### config.mk
export PLATFORM = sky130hd
export DESIGN_NAME = spi_frame_rx_flat
export DESIGN_NICKNAME = d
export VERILOG_FILES = /design/src/rtl/spi_pkg.sv /design/src/rtl/spi_frame_rx_if.sv /design/src/rtl/spi_frame_rx_sync2.sv /design/src/rtl/spi_frame_rx.sv /design/src/flat_wrapper.sv
export SDC_FILE = /design/constraint.sdc
export NUM_CORES = 1
export LEC_CHECK = 0
export ABC_AREA = 1
export BUFFER_PORTS_ARGS = -buffer_cell sky130_fd_sc_hd__buf_2
export CORE_ASPECT_RATIO = 0.8
export CORE_UTILIZATION = 23
export CTS_CLUSTER_DIAMETER = 50
export DETAILED_ROUTE_END_ITERATION = 8
export PLACE_DENSITY_LB_ADDON = 0.3
export SETUP_SLACK_MARGIN = 0.15
export SLEW_MARGIN = 40
export SYNTH_ARGS = -nofsm -noshare
export SYNTH_HDL_FRONTEND = slang
export SYNTH_SLANG_ARGS = --single-unit
### constraint.sdc
create_clock -name clk -period 1.72 [get_ports clk]
set_input_delay 0.344 -clock clk [delete_from_list [all_inputs] [get_ports clk]]
set_output_delay 0.344 -clock clk [all_outputs]
set_load 0.02 [all_outputs]
### src/rtl/spi_pkg.sv
// Shared SPI definitions: receiver FSM states and default frame geometry,
// used by both the frame receiver and the frame-streaming transmitter.
package spi_pkg;

  localparam int SPI_ADDR_WIDTH  = 14;
  localparam int SPI_FRAME_WORDS = 10240;
  localparam int SPI_WORD_BITS   = 16;

  typedef enum logic [2:0] {
    ST_IDLE,
    ST_SETUP,
    ST_LOW,
    ST_HIGH,
    ST_HOLD
  } spi_rx_state_t;

endpackage

### src/rtl/spi_frame_rx_if.sv
// Frame buffer write port: the receiver drives it (master), the buffer sinks it (slave).
interface spi_frame_rx_if #(
  parameter int ADDR_WIDTH = 14
);

  logic                  wr_en;
  logic [ADDR_WIDTH-1:0] wr_addr;
  logic [15:0]           wr_data;

  modport master (output wr_en, output wr_addr, output wr_data);
  modport slave  (input  wr_en, input  wr_addr, input  wr_data);

endinterface

### src/rtl/spi_frame_rx_sync2.sv
// Generic two-flop synchronizer for bringing asynchronous inputs into the clk domain.
module sync2 #(
  parameter int WIDTH = 1
) (
  input  logic             clk,
  input  logic             rst,
  input  logic [WIDTH-1:0] d,
  output logic [WIDTH-1:0] q
);

  logic [WIDTH-1:0] meta;

  always_ff @(posedge clk) begin
    if (rst) begin
      meta <= '0;
      q    <= '0;
    end else begin
      meta <= d;
      q    <= meta;
    end
  end

endmodule

### src/rtl/spi_frame_rx.sv
// SPI mode-0 master frame receiver: clocks in FRAME_WORDS 16-bit MSB-first words
// and writes each one into the frame buffer at its word index.
module spi_frame_rx
  import spi_pkg::*;
#(
  parameter int ADDR_WIDTH  = SPI_ADDR_WIDTH,
  parameter int FRAME_WORDS = SPI_FRAME_WORDS,
  parameter int CLK_DIV     = 4,
  parameter int CS_SETUP    = 8
) (
  input  logic           clk,
  input  logic           rst,
  input  logic           start,
  input  logic           abort,
  output logic           busy,
  output logic           done,
  output logic           aborted,
  output logic           spi_sck,
  output logic           spi_ncs,
  input  logic           spi_miso,
  spi_frame_rx_if.master wr
);

  localparam logic [15:0]           DIV_LAST  = 16'(CLK_DIV - 1);
  localparam logic [15:0]           CS_LAST   = 16'(CS_SETUP - 1);
  localparam logic [ADDR_WIDTH-1:0] LAST_WORD = ADDR_WIDTH'(FRAME_WORDS - 1);

  spi_rx_state_t         state;
  logic [15:0]           cnt;
  logic [3:0]            bit_cnt;
  logic [ADDR_WIDTH-1:0] word_cnt;
  logic [15:0]           shift;
  logic                  last_bit;
  logic                  miso_s;

  sync2 #(.WIDTH(1)) u_miso_sync (
    .clk (clk),
    .rst (rst),
    .d   (spi_miso),
    .q   (miso_s)
  );

  // Abort outranks everything outside IDLE; in IDLE it only blocks a same-cycle start.
  always_ff @(posedge clk) begin
    if (rst) begin
      state      <= ST_IDLE;
      cnt        <= '0;
      bit_cnt    <= '0;
      word_cnt   <= '0;
      shift      <= '0;
      last_bit   <= 1'b0;
      busy       <= 1'b0;
      done       <= 1'b0;
      aborted    <= 1'b0;
      spi_sck    <= 1'b0;
      spi_ncs    <= 1'b1;
      wr.wr_en   <= 1'b0;
      wr.wr_addr <= '0;
      wr.wr_data <= '0;
    end else begin
      done     <= 1'b0;
      aborted  <= 1'b0;
      wr.wr_en <= 1'b0;
      if (abort && state != ST_IDLE) begin
        state   <= ST_IDLE;
        spi_ncs <= 1'b1;
        spi_sck <= 1'b0;
        busy    <= 1'b0;
        aborted <= 1'b1;
      end else begin
        case (state)
          ST_IDLE: begin
            if (start && !abort) begin
              state    <= ST_SETUP;
              cnt      <= '0;
              bit_cnt  <= '0;
              word_cnt <= '0;
              shift    <= '0;
              last_bit <= 1'b0;
              spi_ncs  <= 1'b0;
              spi_sck  <= 1'b0;
              busy     <= 1'b1;
            end
          end
          ST_SETUP: begin
            if (cnt == CS_LAST) begin
              cnt   <= '0;
              state <= ST_LOW;
            end else begin
              cnt <= cnt + 16'd1;
            end
          end
          ST_LOW: begin
            if (cnt == DIV_LAST) begin
              cnt     <= '0;
              spi_sck <= 1'b1;
              state   <= ST_HIGH;
            end else begin
              cnt <= cnt + 16'd1;
            end
          end
          ST_HIGH: begin
            // Sample once per bit, on the first cycle with SCK high.
            if (cnt == 16'd0) begin
              shift   <= {shift[14:0], miso_s};
              bit_cnt <= bit_cnt + 4'd1;
              if (bit_cnt == 4'd15) begin
                wr.wr_en   <= 1'b1;
                wr.wr_data <= {shift[14:0], miso_s};
                wr.wr_addr <= word_cnt;
                if (word_cnt == LAST_WORD) begin
                  last_bit <= 1'b1;
                end else begin
                  word_cnt <= word_cnt + 1'b1;
                end
              end
            end
            if (cnt == DIV_LAST) begin
              cnt     <= '0;
              spi_sck <= 1'b0;
              state   <= last_bit ? ST_HOLD : ST_LOW;
            end else begin
              cnt <= cnt + 16'd1;
            end
          end
          ST_HOLD: begin
            if (cnt == CS_LAST) begin
              cnt     <= '0;
              state   <= ST_IDLE;
              spi_ncs <= 1'b1;
              busy    <= 1'b0;
              done    <= 1'b1;
            end else begin
              cnt <= cnt + 16'd1;
            end
          end
          default: begin
            state   <= ST_IDLE;
            spi_ncs <= 1'b1;
            spi_sck <= 1'b0;
            busy    <= 1'b0;
          end
        endcase
      end
    end
  end

endmodule

### src/flat_wrapper.sv
// flat-port wrapper written by rule: the top's interface ports become plain ports
module spi_frame_rx_flat import spi_pkg::*;
#(
  parameter int ADDR_WIDTH  = SPI_ADDR_WIDTH,
  parameter int FRAME_WORDS = SPI_FRAME_WORDS,
  parameter int CLK_DIV     = 4,
  parameter int CS_SETUP    = 8
)
  (clk, rst, start, abort, busy, done, aborted, spi_sck, spi_ncs, spi_miso, wr_wr_en, wr_wr_addr, wr_wr_data);
  spi_frame_rx_if #(.ADDR_WIDTH(ADDR_WIDTH)) wr_i ();
  input  logic clk;
  input  logic rst;
  input  logic start;
  input  logic abort;
  output logic busy;
  output logic done;
  output logic aborted;
  output logic spi_sck;
  output logic spi_ncs;
  input  logic spi_miso;
  output wire logic [$bits(wr_i.wr_en)-1:0] wr_wr_en;
  output wire logic [$bits(wr_i.wr_addr)-1:0] wr_wr_addr;
  output wire logic [$bits(wr_i.wr_data)-1:0] wr_wr_data;
  assign wr_wr_en = wr_i.wr_en;
  assign wr_wr_addr = wr_i.wr_addr;
  assign wr_wr_data = wr_i.wr_data;
  spi_frame_rx #(.ADDR_WIDTH(ADDR_WIDTH), .FRAME_WORDS(FRAME_WORDS), .CLK_DIV(CLK_DIV), .CS_SETUP(CS_SETUP)) u_core (.clk(clk), .rst(rst), .start(start), .abort(abort), .busy(busy), .done(done), .aborted(aborted), .spi_sck(spi_sck), .spi_ncs(spi_ncs), .spi_miso(spi_miso), .wr(wr_i));
endmodule
=== Word level (Yosys, flattened, before mapping) ===
Cells that the tools add are included.

* Flip-flop bits (word level): 91
* Input port bits: 5
* Logic and storage cells: 101
* Output and inout bits: 36

* Eq/ne operators: 17
* Reduce and logical (&&, ||, !) cells: 22
* Bitwise gates (word level): 6
* Add/sub/neg operators: 3
* Mux-type cells: 37

{| class="wikitable"
|+ Operators with widths
! cell !! count
|-
| 14-bit two-way mux || 4
|-
| 16-bit two-way mux || 3
|-
| 16-bit one-hot mux with 3 select lines || 1
|-
| 15-bit one-hot mux with 2 select lines || 1
|-
| 14-bit one-hot mux with 2 select lines || 1
|-
| 3-bit two-way mux || 6
|-
| 16-bit by 1-bit adder with 16-bit output (second input constant) || 1
|-
| 16-bit by 2-bit == test with 1-bit output (second input constant) || 1
|-
| 16-bit by 3-bit == test with 1-bit output (second input constant) || 1
|-
| 16-bit zero test || 1
|-
| 2-bit by 1-bit != test with 1-bit output (second input constant) || 8
|-
| 15-bit two-way mux || 1
|-
| 3-bit one-hot mux with 5 select lines || 1
|-
| 14-bit by 1-bit adder with 14-bit output (second input constant) || 1
|-
| 14-bit == test (second input constant) || 1
|-
| 1-bit two-way mux || 12
|-
| 4-bit AND reduction || 3
|-
| 6-bit AND reduction || 2
|-
| 4-bit two-way mux || 2
|-
| 4-bit one-hot mux with 2 select lines || 1
|-
| 3-bit by 2-bit == test with 1-bit output (second input constant) || 2
|-
| 1-bit NOT || 6
|-
| 1-bit one-hot mux with 3 select lines || 2
|-
| 3-bit AND reduction || 2
|-
| other kinds (16) || 21
|}

=== Depth between registers and ports, before layout ===
Gate-level depths: netlist of the first run.

* Depth after elaboration: 5
* Mapped depth: 12
* Depth with buffers taken out: 11

=== Modules after synthesis ===
A second synthesis of the first run with hierarchy kept.

* Cells, all modules: 577
* Area total of the unflattened synthesis: 4088.9 µm²

{| class="wikitable"
|+ Modules (own cells, without submodules)
! module !! cells each !! seq. area each (µm²) !! instances !! area each (µm²)
|-
| spi_frame_rx || 571 || 1781.7 || 1 || 4033.9
|-
| sync2 || 6 || 40.0 || 1 || 55.1
|}

=== Worst setup path after synthesis of the first run ===
OpenSTA, ideal clock, no wires.

* Path type: reg-to-reg
* Start: register u_core.word_cnt[0]
* End: register u_core.word_cnt[10]
* Required time: 1.588 ns
* Path slack: 0.127 ns
* Arrival: 1.461 ns
* Stages on the path, launching flop included: 10
* Path buffers: 1
* Period minus slack after synthesis: 1.593 ns
* Library setup time: 0.132 ns
* Cell sequence: dfxtp_1 -> ha_1 -> nand3_1 -> nor2_2 -> nand3_1 -> nand3_2 -> nor2_4 -> buf_4 -> nand2_1 -> a21oi_1

* Cells in the longest elaborated chain, start to end: 5
* Elaborated cells between the ends (all ways): 8
* Classes of those cells: 1 x add/sub; 2 x eq/ne; 4 x mux; 1 x reduce/logical

{| class="wikitable"
|+ RTL lines
! element !! RTL line !! source
|-
| start, declared || spi_frame_rx.sv:31 || <nowiki>logic [ADDR_WIDTH-1:0] word_cnt;</nowiki>
|-
| start signal, assigned || spi_frame_rx.sv:114 || <nowiki>word_cnt <= word_cnt + 1'b1;</nowiki>
|-
| 14-bit by 1-bit adder with 14-bit output || spi_frame_rx.sv:114 ||
|-
| 14-bit two-way mux || spi_frame_rx.sv:111 || <nowiki>if (word_cnt == LAST_WORD) begin</nowiki>
|-
| 14-bit two-way mux || spi_frame_rx.sv:107 || <nowiki>if (bit_cnt == 4'd15) begin</nowiki>
|-
| 14-bit two-way mux || spi_frame_rx.sv:104 || <nowiki>if (cnt == 16'd0) begin</nowiki>
|-
| 14-bit one-hot mux with 2 select lines || spi_frame_rx.sv:71 || <nowiki>case (state)</nowiki>
|}

Several ways; a longest one is shown, not always the timed one. The select of a mux whose other input is x is not followed.
A chain may end at the register's enable or synchronous reset.

=== Final worst setup path of the first run ===
* Start: register u_core.state[1]
* End: register u_core.word_cnt[10]

* Cells in the longest elaborated chain, start to end: 4
* Elaborated cells between the ends (all ways): 12
* Classes of those cells: 5 x eq/ne; 1 x mux; 1 x bitwise; 5 x reduce/logical

{| class="wikitable"
|+ RTL lines
! element !! RTL line !! source
|-
| start, declared || spi_frame_rx.sv:28 || <nowiki>spi_rx_state_t state;</nowiki>
|-
| start signal, assigned || spi_frame_rx.sv:121 || <nowiki>state <= last_bit ? ST_HOLD : ST_LOW;</nowiki>
|-
| branches (longest 4 deep; another with 6-bit AND reduction) || -- ||
|}

Several ways; the timed one is not identified.

==> out/qor.csv, run 1 <==
stage,metric,value,unit
floorplan,Die X-Extent,153.9,µm
worst_setup_path,Most common cell on crit path,buf_12,
placement,routability congestion estimate,0.8564,
worst_setup_path,WP data arrival,1890,ps
timing,final hold vios,0,
worst_setup_path,crit path from,u_core.state[1]$_SDFFE_PP0P_,
logic_synthesis,Synth top area share,0.4290,
logic_synthesis,sequential area share after synthesis,0.4290,
worst_setup_path,largest stage delay on the critical path,350,ps
cells_and_area,"most common cell after layout, fill and taps aside",nand2_1,
cells_and_area,fillcell total,1839,
cells_and_area,most frequent cells in the layout,"nand2_1 (102), nor2_1 (94), dfxtp_1 (81)",
logic_synthesis,Synth Cell Area,4247,µm²
placement,post-DP HPWL,8390,µm
worst_setup_path,worst r2r src,u_core.state[1]$_SDFFE_PP0P_,
cells_and_area,share of layout cells above drive strength 1,0.4207,
route,remaining antenna violation count,0,
floorplan,Placeable Area,18110,µm²
timing,worst clock skew,13.45,ps
timing,Final TNS setup,0,ps
worst_setup_path,kind of critical path,register to register,
floorplan,Initial Utilization,0.2345,
cts,cts bufs inserted,9,
logic_synthesis,Gate Count Post-Synth,620,
route,drt wl/cell,14.10,µm
flow_run,Max Cap Viol,0,
floorplan,die height,123.5,µm
logic_synthesis,Avg Synthesized Cell Area,6.849,µm²
timing,RSZ-0062 raised after global routing,yes,
cells_and_area,antenna cells,0,
worst_setup_path,worst reg2reg path depth,10,
logic_synthesis,largest cells by area after synthesis,"dfxtp_1 (43%), nor2_1 (13%), nand2_1 (11%), o21ai_1 (4.5%), a21oi_1 (3.8%)",
logic_synthesis,ys async rst share,0,
cells_and_area,register area,1839,µm²
cts,Sink Count,91,
timing,Max Clock Freq,0.6057,GHz
power,pwr/cell area,1188,nW/µm²
worst_setup_path,crit path launch type,register,
timing,Worst-Margin Slew,304.7,ps
cells_and_area,"Design Area, Final",6658,µm²
route,DRC violations left,0,
run_status,status,completed,
logic_synthesis,Ys Warns,0,
cts,CTS Root Cell,clkbuf_16,
logic_synthesis,"area leader, netlist",dfxtp_1,
route,First DRT Iteration DRCs,294,
cells_and_area,footprint of the multi-input gates,2855,µm²
route,routed vias/inst,4.556,
power,Peak VDD IR,0.6785,mV
logic_synthesis,#FFs+latches synth,91,
cells_and_area,Area Growth Syn to Fin,56.78,%
global_routing,global-route wire length before repair,20400,µm
floorplan,die area,19010,µm²
placement,IO Port Bufs,40,
floorplan,I/O pin cnt,41,
min_path,Hold Crit Class,input port to register,
route,DRT Pass-1 Iters,5,
placement,Area after DPL,5136,µm²
cts,Clock Tree Buf Depth,2,
worst_setup_path,kind of end point of the critical path,register,
worst_setup_path,reg2reg end,u_core.word_cnt[10]$_SDFFE_PP0P_,
timing,Final min period,1651,ps
cts,clock-pin slew on the worst setup and hold paths,80,ps
global_routing,grt ovf,0,
global_routing,vias in the first global route,3877,
power,Pleak,2.729,nW
timing,Finish-stage setup viols,0,
worst_setup_path,end point of the critical path,u_core.word_cnt[10]$_SDFFE_PP0P_,
logic_synthesis,Mapped Nets,629,
global_routing,GRT Overall Usage,0.1366,
worst_setup_path,worst path cell trace,"inv_4, nand2_4, nor2_4, buf_12, a21oi_4, buf_12, nand3_4, clkbuf_4, o21ai_0, a21oi_1",
worst_setup_path,Worst Path Required,1960,ps
logic_synthesis,Cell variety after synth,36,
timing,max_slew headroom,0.7961,
cts,Clock Latency Late Sink,350,ps
timing,period utilization,0.9599,
timing,Slew Limit Fails,0,
cts,CTS tree,built,
cells_and_area,fin util,0.3676,
route,final WL,13730,µm
worst_setup_path,Worst path slowest cell,dfxtp_2,
cts,H-tree Lvls,3,
floorplan,row count,44,
logic_synthesis,"EDFF count, synth",0,
route,routed vias,4438,
worst_setup_path,critical path peak fanout,6,
global_routing,initial antenna violation count,0,
global_routing,largest net degree at the start of global routing,31,
cells_and_area,NumNets Final,748,
worst_setup_path,reg2reg setup slack,70,ps
logic_synthesis,Most used DFF post-synth,dfxtp_1,
timing,Hold WS,216.7,ps
## critical path: cells and delay by family (launching register included)
kind | cells | cell delay [ps]
compound gates | 3 | 440
flops | 1 | 350
simple gates | 3 | 220
buf+inv | 4 | 520
## state kept, by name, summed over array words and instances (netlist names)
signal and cells:
u_core.bit_cnt 4, u_core.word_cnt 14, u_core.done 1, u_core.spi_sck 1, u_core.u_miso_sync.meta 1, u_core.spi_ncs 1
u_core.wr.wr_data 16, u_core.state 3, u_core.u_miso_sync.q 1, u_core.aborted 1, u_core.cnt 16, u_core.wr.wr_addr 14
u_core.wr.wr_en 1, u_core.shift 15, u_core.last_bit 1, u_core.busy 1
## per-stage QoR
stage	cells	setup WS, ps	power, W
finish	974	68.98	0.007910
global route	974	3.554	0.008293
global placement	927	-43.03	0.004505
detailed placement	927	17.27	0.004486
floorplan	620	153.8	0.003735
CTS	959	106.0	0.007031
## per-layer routing
layer  up-vias  wire length, µm  track usage
met2        92             5954       0.1932
met1      2093             7146       0.2043
li1       2243                -            -
met4         0               99      0.03438
met3        10              532      0.03190
met5         -                0            0
## power by group
group          internal [W]  switching [W]
registers           0.00231       0.000189
logic               0.00151        0.00186
clock network       0.00107       0.000975
## kinds of logic after synthesis
logic type,count (synthesis),share of synthesized area
xor+xnor,10,0.02063
simple gates,344,0.3441
fa+ha+maj,4,0.01179
compound gates,102,0.1264
buf+inv,69,0.06806
flops,91,0.4290
## what timing repair did
action / in CTS / in global routing
resized for setup: 90 / 152
buffers inserted: 11 / 8
cloned: 5 / 7
hold buffers: 0 / 0
endpoints found under the setup margin: 80 / 88
hold endpoints to repair: 0 / 0
pin swaps: 8 / 45
## cell type report
type / instances / share of cell area
clock buffer: 10 / 0.03590
clock inverter: 6 / 0.009021
inverter: 47 / 0.02913
multi-input combinational: 460 / 0.4289
sequential: 91 / 0.2763
tap: 230 / 0.04322
timing repair buffer: 130 / 0.1776
## synthesized netlist by cell type, types with 5 or more instances
library cell / count
nor3_1: 11
nor2_1: 151
a21oi_1: 32
buf_2: 10
nand4_1: 12
inv_1: 41
o21ai_1: 38
inv_2: 5
xor2_1: 7
nand3_1: 26
dfxtp_1: 91
clkbuf_1: 6
nand2_2: 5
o21ai_0: 25
nand2_1: 125
## worst min path at each step
stage                                            start                            endpoint  slack (ps)  cells after the start
floorplan           u_core.u_miso_sync.meta$_SDFF_PP0_     u_core.u_miso_sync.q$_SDFF_PP0_         390                      2
global placement    u_core.u_miso_sync.meta$_SDFF_PP0_     u_core.u_miso_sync.q$_SDFF_PP0_         400                      2
detailed placement  u_core.u_miso_sync.meta$_SDFF_PP0_     u_core.u_miso_sync.q$_SDFF_PP0_         400                      2
CTS                                           spi_miso  u_core.u_miso_sync.meta$_SDFF_PP0_         200                      3
global route                                  spi_miso  u_core.u_miso_sync.meta$_SDFF_PP0_         240                      3
finish                                        spi_miso  u_core.u_miso_sync.meta$_SDFF_PP0_         220                      3
No activity file was read; power rests on OpenSTA's default activity.
==> run 2: changes to the inputs <==
BUFFER_PORTS_ARGS = default   (was -buffer_cell sky130_fd_sc_hd__buf_2)
DONT_BUFFER_PORTS = 1   (was default)
SYNTH_HIERARCHICAL = 1   (was default)
==> run 2 against run 1 <==
Compared with the run above:
- global-route usage shrank 0.83 points
- power increased by 1.5%
- fmax decreased by 2.9%
- sequential power is 4% higher
- synthesized cell count is 6.9% lower
- cell area decreased by 11%
- die area fell by 3.7%
- critical path type unchanged
==> out/qor.csv, run 2 <==
stage,metric,value,unit
run_status,status,completed,
placement,post-DP HPWL,7406,µm
cts,H-tree Lvls,3,
min_path,Hold Path Depth,1,
timing,Worst-Margin Slew,390.2,ps
timing,Slew Limit Fails,0,
cts,Clock Tree Buf Depth,2,
floorplan,Placeable Area,17380,µm²
timing,Finish-stage setup viols,0,
route,remaining antenna violation count,0,
timing,Max Clock Freq,0.5881,GHz
logic_synthesis,#FFs+latches synth,91,
logic_synthesis,Mapped Nets,586,
cells_and_area,largest registers,"u_core/cnt x16, u_core/wr.wr_data x16, u_core/shift x15",
logic_synthesis,ys async rst share,0,
logic_synthesis,Cell variety after synth,35,
logic_synthesis,"EDFF count, synth",0,
global_routing,vias in the first global route,3438,
floorplan,die height,121.3,µm
cts,Clock Latency Late Sink,340,ps
logic_synthesis,sequential area share after synthesis,0.4455,
worst_setup_path,Worst Path Required,1990,ps
cells_and_area,Area Growth Syn to Fin,45.56,%
route,drt wl/cell,14.20,µm
route,routed vias/inst,4.426,
logic_synthesis,Gate Count Post-Synth,577,
logic_synthesis,top-count cell post-synth,nand2_1,
cells_and_area,NumNets Final,649,
logic_synthesis,largest cells by area after synthesis,"dfxtp_1 (45%), nand2_1 (10%), nor2_1 (7.8%), a21oi_1 (6.9%), o21ai_0 (5.9%)",
cells_and_area,most frequent cells in the layout,"dfxtp_1 (82), nor2_1 (75), nand2_1 (75)",
cells_and_area,antenna cells,0,
timing,Final min period,1700,ps
route,First DRT Iteration DRCs,185,
logic_synthesis,Ys Warns,6,
cells_and_area,share of layout cells above drive strength 1,0.3395,
global_routing,largest net degree at the start of global routing,31,
worst_setup_path,kind of critical path,register to register,
logic_synthesis,Most used DFF post-synth,dfxtp_1,
timing,RSZ-0062 raised after global routing,yes,
logic_synthesis,Avg Synthesized Cell Area,7.087,µm²
global_routing,initial antenna violation count,0,
timing,max_slew headroom,0.7379,
floorplan,I/O pin cnt,41,
timing,final hold vios,0,
floorplan,Die X-Extent,151.1,µm
cts,CTS tree,built,
worst_setup_path,critical path peak fanout,7,
cts,Sink Count,91,
logic_synthesis,Synth top area share,0.4455,
global_routing,grt ovf,0,
cells_and_area,fin util,0.3425,
floorplan,Initial Utilization,0.2353,
power,Peak VDD IR,0.6837,mV
worst_setup_path,reg2reg end,u_core/wr.wr_addr[13]$_SDFFE_PP0P_,
floorplan,row count,43,
power,total power,0.008027,W
route,final WL,12360,µm
cells_and_area,"most common cell after layout, fill and taps aside",dfxtp_1,
flow_run,Max Cap Viol,0,
worst_setup_path,worst r2r src,u_core/cnt[0]$_SDFFE_PP0P_,
global_routing,GRT Overall Usage,0.1284,
cts,clock-pin slew on the worst setup and hold paths,70,ps
min_path,Hold Crit Class,input port to register,
worst_setup_path,crit path launch type,register,
placement,IO Port Bufs,0,
power,pwr/cell area,1349,nW/µm²
cts,cts bufs inserted,9,
worst_setup_path,reg2reg setup slack,20,ps
timing,setup ws final,19.61,ps
logic_synthesis,Commonest cells post-synth,"nand2_1 (113), dfxtp_1 (91), nor2_1 (85), inv_1 (62), a21oi_1 (56)",
cells_and_area,fillcell total,1804,
route,DRC violations left,0,
cts,CTS Root Cell,clkbuf_16,
route,DRT Pass-1 Iters,4,
worst_setup_path,worst reg2reg path depth,10,
logic_synthesis,Synth Cell Area,4089,µm²
power,Pleak,2.373,nW
logic_synthesis,"area leader, netlist",dfxtp_1,
floorplan,die area,18320,µm²
placement,routability congestion estimate,0.7664,
min_path,hold endpoint,u_core/u_miso_sync/meta$_SDFF_PP0_,
worst_setup_path,kind of end point of the critical path,register,
global_routing,global-route wire length before repair,18240,µm
timing,worst clock skew,7.938,ps
min_path,hold wc startpoint,rst,
worst_setup_path,WP data arrival,1970,ps
timing,period utilization,0.9886,
route,routed vias,3851,
placement,DP Worst Slack,79.49,ps
-- run 2: area by class of cell --
cell class	instances	area [µm²]	area share
Timing Repair Buffer	74	870.8	0.1463
Sequential cell	91	1843	0.3096
Inverter	67	256.5	0.04309
Clock buffer	9	225.2	0.03784
Multi-Input combinational cell	397	2416	0.4059
Clock inverter	7	58.81	0.009880
Tap cell	225	281.5	0.04730
-- run 2: per-layer routing --
layer  routed length, µm  up-vias  global-route usage
met2                5432       57              0.1849
met3                 450        7             0.02782
met5                   0        -                   0
met4                 133        0             0.03938
li1                    -     2000                   -
met1                6339     1787              0.1877
-- run 2: repair_timing --
| action | 4_1_cts | 5_1_grt |
|---|---|---|
| hold endpoints to repair | 0 | 0 |
| pin swaps | 12 | 48 |
| setup endpoints to repair | 75 | 85 |
| gates cloned | 3 | 9 |
| buffers inserted | 10 | 9 |
| hold buffers | 0 | 0 |
| gates resized for setup | 28 | 158 |
-- run 2: report_power, final --
| group | internal, W | switching [W] | leakage [nW] |
|---|---|---|---|
| clock | 0.00101 | 0.000901 | 0.144 |
| sequential | 0.00237 | 0.000224 | 0.742 |
| combinational | 0.00166 | 0.00186 | 1.49 |
-- run 2: metrics by stage --
step | area, µm² | hold slack (ps) | cells | TNS, ps
final | 5952 | 65.64 | 870 | 0
after global routing | 5952 | 48.30 | 870 | -2632
after CTS | 5243 | 53.38 | 852 | 0
after detailed placement | 4707 | 397.5 | 823 | 0
after global placement | 4707 | 399.9 | 823 | 0
after floorplan | 4144 | 388.3 | 577 | 0
-- run 2: cells by family after synthesis --
kind of cell / share of synthesized area
AO/OA/AOI/OAI: 0.1395
XOR/XNOR: 0.02570
adder cells (fa/ha/maj): 0.01224
buffers and inverters: 0.09057
flip-flops: 0.4455
AND/OR/NAND/NOR: 0.2864
-- run 2: worst max path at each step --
stage / slack [ps] / start / depth (start not counted) / to
after floorplan: 100 / u_core/cnt[4]$_SDFFE_PP0P_ / 9 / u_core/shift[10]$_SDFFE_PP0P_
after global placement: 90 / u_core/word_cnt[1]$_SDFFE_PP0P_ / 11 / u_core/word_cnt[0]$_SDFFE_PP0P_
after detailed placement: 80 / u_core/cnt[0]$_SDFFE_PP0P_ / 10 / u_core/bit_cnt[0]$_SDFFE_PP0P_
after CTS: 70 / u_core/cnt[4]$_SDFFE_PP0P_ / 9 / u_core/word_cnt[8]$_SDFFE_PP0P_
after global routing: -100 / u_core/cnt[9]$_SDFFE_PP0P_ / 10 / u_core/wr.wr_addr[13]$_SDFFE_PP0P_
final: 20 / u_core/cnt[0]$_SDFFE_PP0P_ / 10 / u_core/wr.wr_addr[13]$_SDFFE_PP0P_
-- run 2: worst max-delay path: stages, from the launching register on --
cell     delay [ps]
dfxtp_2         330
inv_1            70
ha_1            160
nand2_2          60
nor2_4          100
nand3_4         100
nor3_4          260
buf_6           190
buf_6           150
o21ai_0          80
a21oi_1         130
==> run 3: changes to the inputs <==
CORE_MARGIN = 1.5   (was default)
CORE_UTILIZATION = 60   (was 23)
==> run 3 against run 2 <==
Compared with the run above:
- the run now ends with setup timing left
- global-route usage increased by 18 points
- clock power shrank 17%
- fmax is 11% lower
- hold slack worse by 30 ps
- first-iteration DRC count grew to 3.5 times the previous value
- cell area fell by 2.7%
- final cell count is 17% lower
- non-clock buffer count shrank 7
- critical path depth is 2 higher
- highest routed layer unchanged
==> out/qor.csv, run 3 (synthesis gave the netlist of run 2 again) <==
stage,metric,value,unit
cts,Clock Latency Late Sink,370,ps
global_routing,GRT Overall Usage,0.3075,
cells_and_area,share of layout cells above drive strength 1,0.3762,
placement,IO Port Bufs,0,
floorplan,Die X-Extent,95.30,µm
power,switching portion of total power,0.4191,
cts,hold_buf cts,0,
cells_and_area,most frequent cells in the layout,"nand2_1 (82), dfxtp_1 (76), nor2_1 (60)",
min_path,hold wc startpoint,rst,
worst_setup_path,crit path launch type,register,
power,total power,0.007849,W
flow_run,Max Cap Viol,0,
floorplan,die height,76.84,µm
route,drt wl/cell,22.89,µm
cts,CTS Root Cell,clkbuf_8,
worst_setup_path,largest stage delay on the critical path,360,ps
cells_and_area,NumNets Final,642,
cts,Clock Tree Buf Depth,2,
cells_and_area,fillcell total,260,
global_routing,largest net degree at the start of global routing,22,
timing,max_slew headroom,0.6290,
timing,worst clock skew,13.87,ps
cts,Sink Count,91,
run_status,status,"finished, violations left",
min_path,Hold Path Depth,1,
route,DRC violations left,0,
timing,Finish-stage setup viols,66,
global_routing,initial antenna violation count,0,
cells_and_area,"most common cell after layout, fill and taps aside",nand2_1,
timing,final hold vios,0,
floorplan,I/O pin cnt,41,
route,remaining antenna violation count,0,
cells_and_area,Area Growth Syn to Fin,41.65,%
timing,Final min period,1906,ps
worst_setup_path,Worst path slowest cell,dfxtp_2,
power,pwr/cell area,1355,nW/µm²
timing,Slew Limit Fails,0,
route,DRT Pass-1 Iters,8,
worst_setup_path,cell family with most CP delay,simple AND/OR/NAND/NOR gates,
worst_setup_path,reg2reg end,u_core/shift[4]$_SDFFE_PP0P_,
timing,Worst-Margin Slew,551.4,ps
worst_setup_path,worst r2r src,u_core/cnt[1]$_SDFFE_PP0P_,
power,Peak VDD IR,0.8985,mV
run_status,violated checks,setup timing,
cts,clock-pin slew on the worst setup and hold paths,110,ps
cts,CTS tree,built,
worst_setup_path,reg2reg setup slack,-190,ps
global_routing,grt ovf,0,
floorplan,Initial Utilization,0.6316,
timing,RSZ-0062 raised after global routing,yes,
power,sequential power share,0.333,
timing,setup ws final,-186.3,ps
power,clock network fraction of design power,0.201,
worst_setup_path,WP data arrival,2180,ps
route,routed vias,4871,
global_routing,global-route wire length before repair,17710,µm
cells_and_area,Final Non-Filler Cells,722,
global_routing,vias in the first global route,3834,
cts,cts bufs inserted,9,
cts,H-tree Lvls,3,
placement,post-DP HPWL,6368,µm
worst_setup_path,kind of end point of the critical path,register,
route,final WL,16520,µm
worst_setup_path,Worst Path Required,1990,ps
floorplan,row count,26,
power,internal power,0.004559,W
timing,Max Clock Freq,0.5246,GHz
power,combinational share of power,0.465,
power,NetSw,0.003290,W
route,routed vias/inst,6.747,
worst_setup_path,CP Buf/Inv Count,3,
floorplan,die area,7322,µm²
floorplan,Placeable Area,6474,µm²
cells_and_area,largest registers,"u_core/cnt x16, u_core/wr.wr_data x16, u_core/shift x15",
worst_setup_path,worst reg2reg path depth,12,
worst_setup_path,critical path peak fanout,9,
timing,Final TNS setup,-4168,ps
worst_setup_path,kind of critical path,register to register,
worst_setup_path,Levels on crit path,12,
cells_and_area,fin util,0.8947,
route,First DRT Iteration DRCs,654,
min_path,hold endpoint,u_core/word_cnt[13]$_SDFFE_PP0P_,
min_path,Hold Crit Class,input port to register,
timing,period utilization,1.108,
placement,placed cells,670,
worst_setup_path,worst path cell trace,"inv_2, ha_2, nand2_2, nor2_4, nand3_4, nand2_4, nand2_8, buf_12, buf_16, nand2_2, o21ai_2, nor2_1",
worst_setup_path,Most common cell on crit path,nand2_2,
placement,routability congestion estimate,0.9067,
cells_and_area,antenna cells,0,
power,Pleak,2.351,nW
[run 3: cell count changes in the layout (fill, tap and decap cells not counted), moves of 7 or more]
cell	change
o21ai_2	-8
o21ai_0	+10
buf_4	-11
nor2_2	+10
nor2_1	-15
clkbuf_16	-11
clkbuf_8	+9
a21oi_2	+8
a21oi_1	-9
nand2_1	+7
[run 3: cell type report]
type                    instances  area [µm²]  share of cell area
flip-flops and latches         91        1851              0.3195
well taps                      84       105.1             0.01815
multi-input cells             397        2542              0.4390
inverters                      67       254.0             0.04385
clock buffers                   9       123.9             0.02139
clock inverters                 7       85.08             0.01469
repair buffers                 67       830.8              0.1434
[run 3: worst register-to-register path, stage by stage (launching register included)]
cell and delay (ps):
dfxtp_2 360, inv_2 70, ha_2 180, nand2_2 80, nor2_4 140, nand3_4 120, nand2_4 130, nand2_8 100
buf_12 150, buf_16 140, nand2_2 70, o21ai_2 70, nor2_1 230
[run 3: through the flow]
step / setup slack [ps] / instance area [µm²] / hold WS, ps
after floorplan: 98.09 / 4144 / 388.3
after global routing: -199.9 / 5792 / 17.31
after CTS: 117.2 / 4951 / 22.45
final: -186.3 / 5792 / 35.20
after global placement: 82.09 / 4428 / 391.2
after detailed placement: 51.55 / 4428 / 399.4
[run 3: how the worst max path moves through the flow]
stage                                      startpoint                                 end
after detailed placement   u_core/cnt[0]$_SDFFE_PP0P_      u_core/bit_cnt[0]$_SDFFE_PP0P_
after CTS                 u_core/cnt[11]$_SDFFE_PP0P_      u_core/bit_cnt[0]$_SDFFE_PP0P_
after global placement    u_core/cnt[10]$_SDFFE_PP0P_      u_core/bit_cnt[0]$_SDFFE_PP0P_
after floorplan            u_core/cnt[4]$_SDFFE_PP0P_       u_core/shift[10]$_SDFFE_PP0P_
final                      u_core/cnt[1]$_SDFFE_PP0P_        u_core/shift[4]$_SDFFE_PP0P_
after global routing       u_core/cnt[1]$_SDFFE_PP0P_  u_core/wr.wr_data[15]$_SDFFE_PP0P_
[run 3: what timing repair did]
item	4_1_cts	5_1_grt
cloned	6	7
endpoints found under the setup margin	78	87
pin swaps	6	42
buffers inserted	14	9
resized for setup	34	185
[run 3: layer usage]
metal | global-route usage | share of wire | up-vias
met2 | 0.4752 | 0.45 | 511
li1 | - | - | 1982
met3 | 0.06746 | 0.13 | 162
met5 | 0 | 0 | -
met1 | 0.4178 | 0.35 | 2216
met4 | 0.1134 | 0.071 | 0
[run 3: power groups by stage]
stage | Sequential [W] | Combinational [W] | Clock [W]
floorplan | 0.00257 | 0.00130 | 0
global placement | 0.00260 | 0.00177 | 0
detailed placement | 0.00261 | 0.00181 | 0
CTS | 0.00256 | 0.00215 | 0.00155
global route | 0.00264 | 0.00380 | 0.00165
finish | 0.00262 | 0.00365 | 0.00158
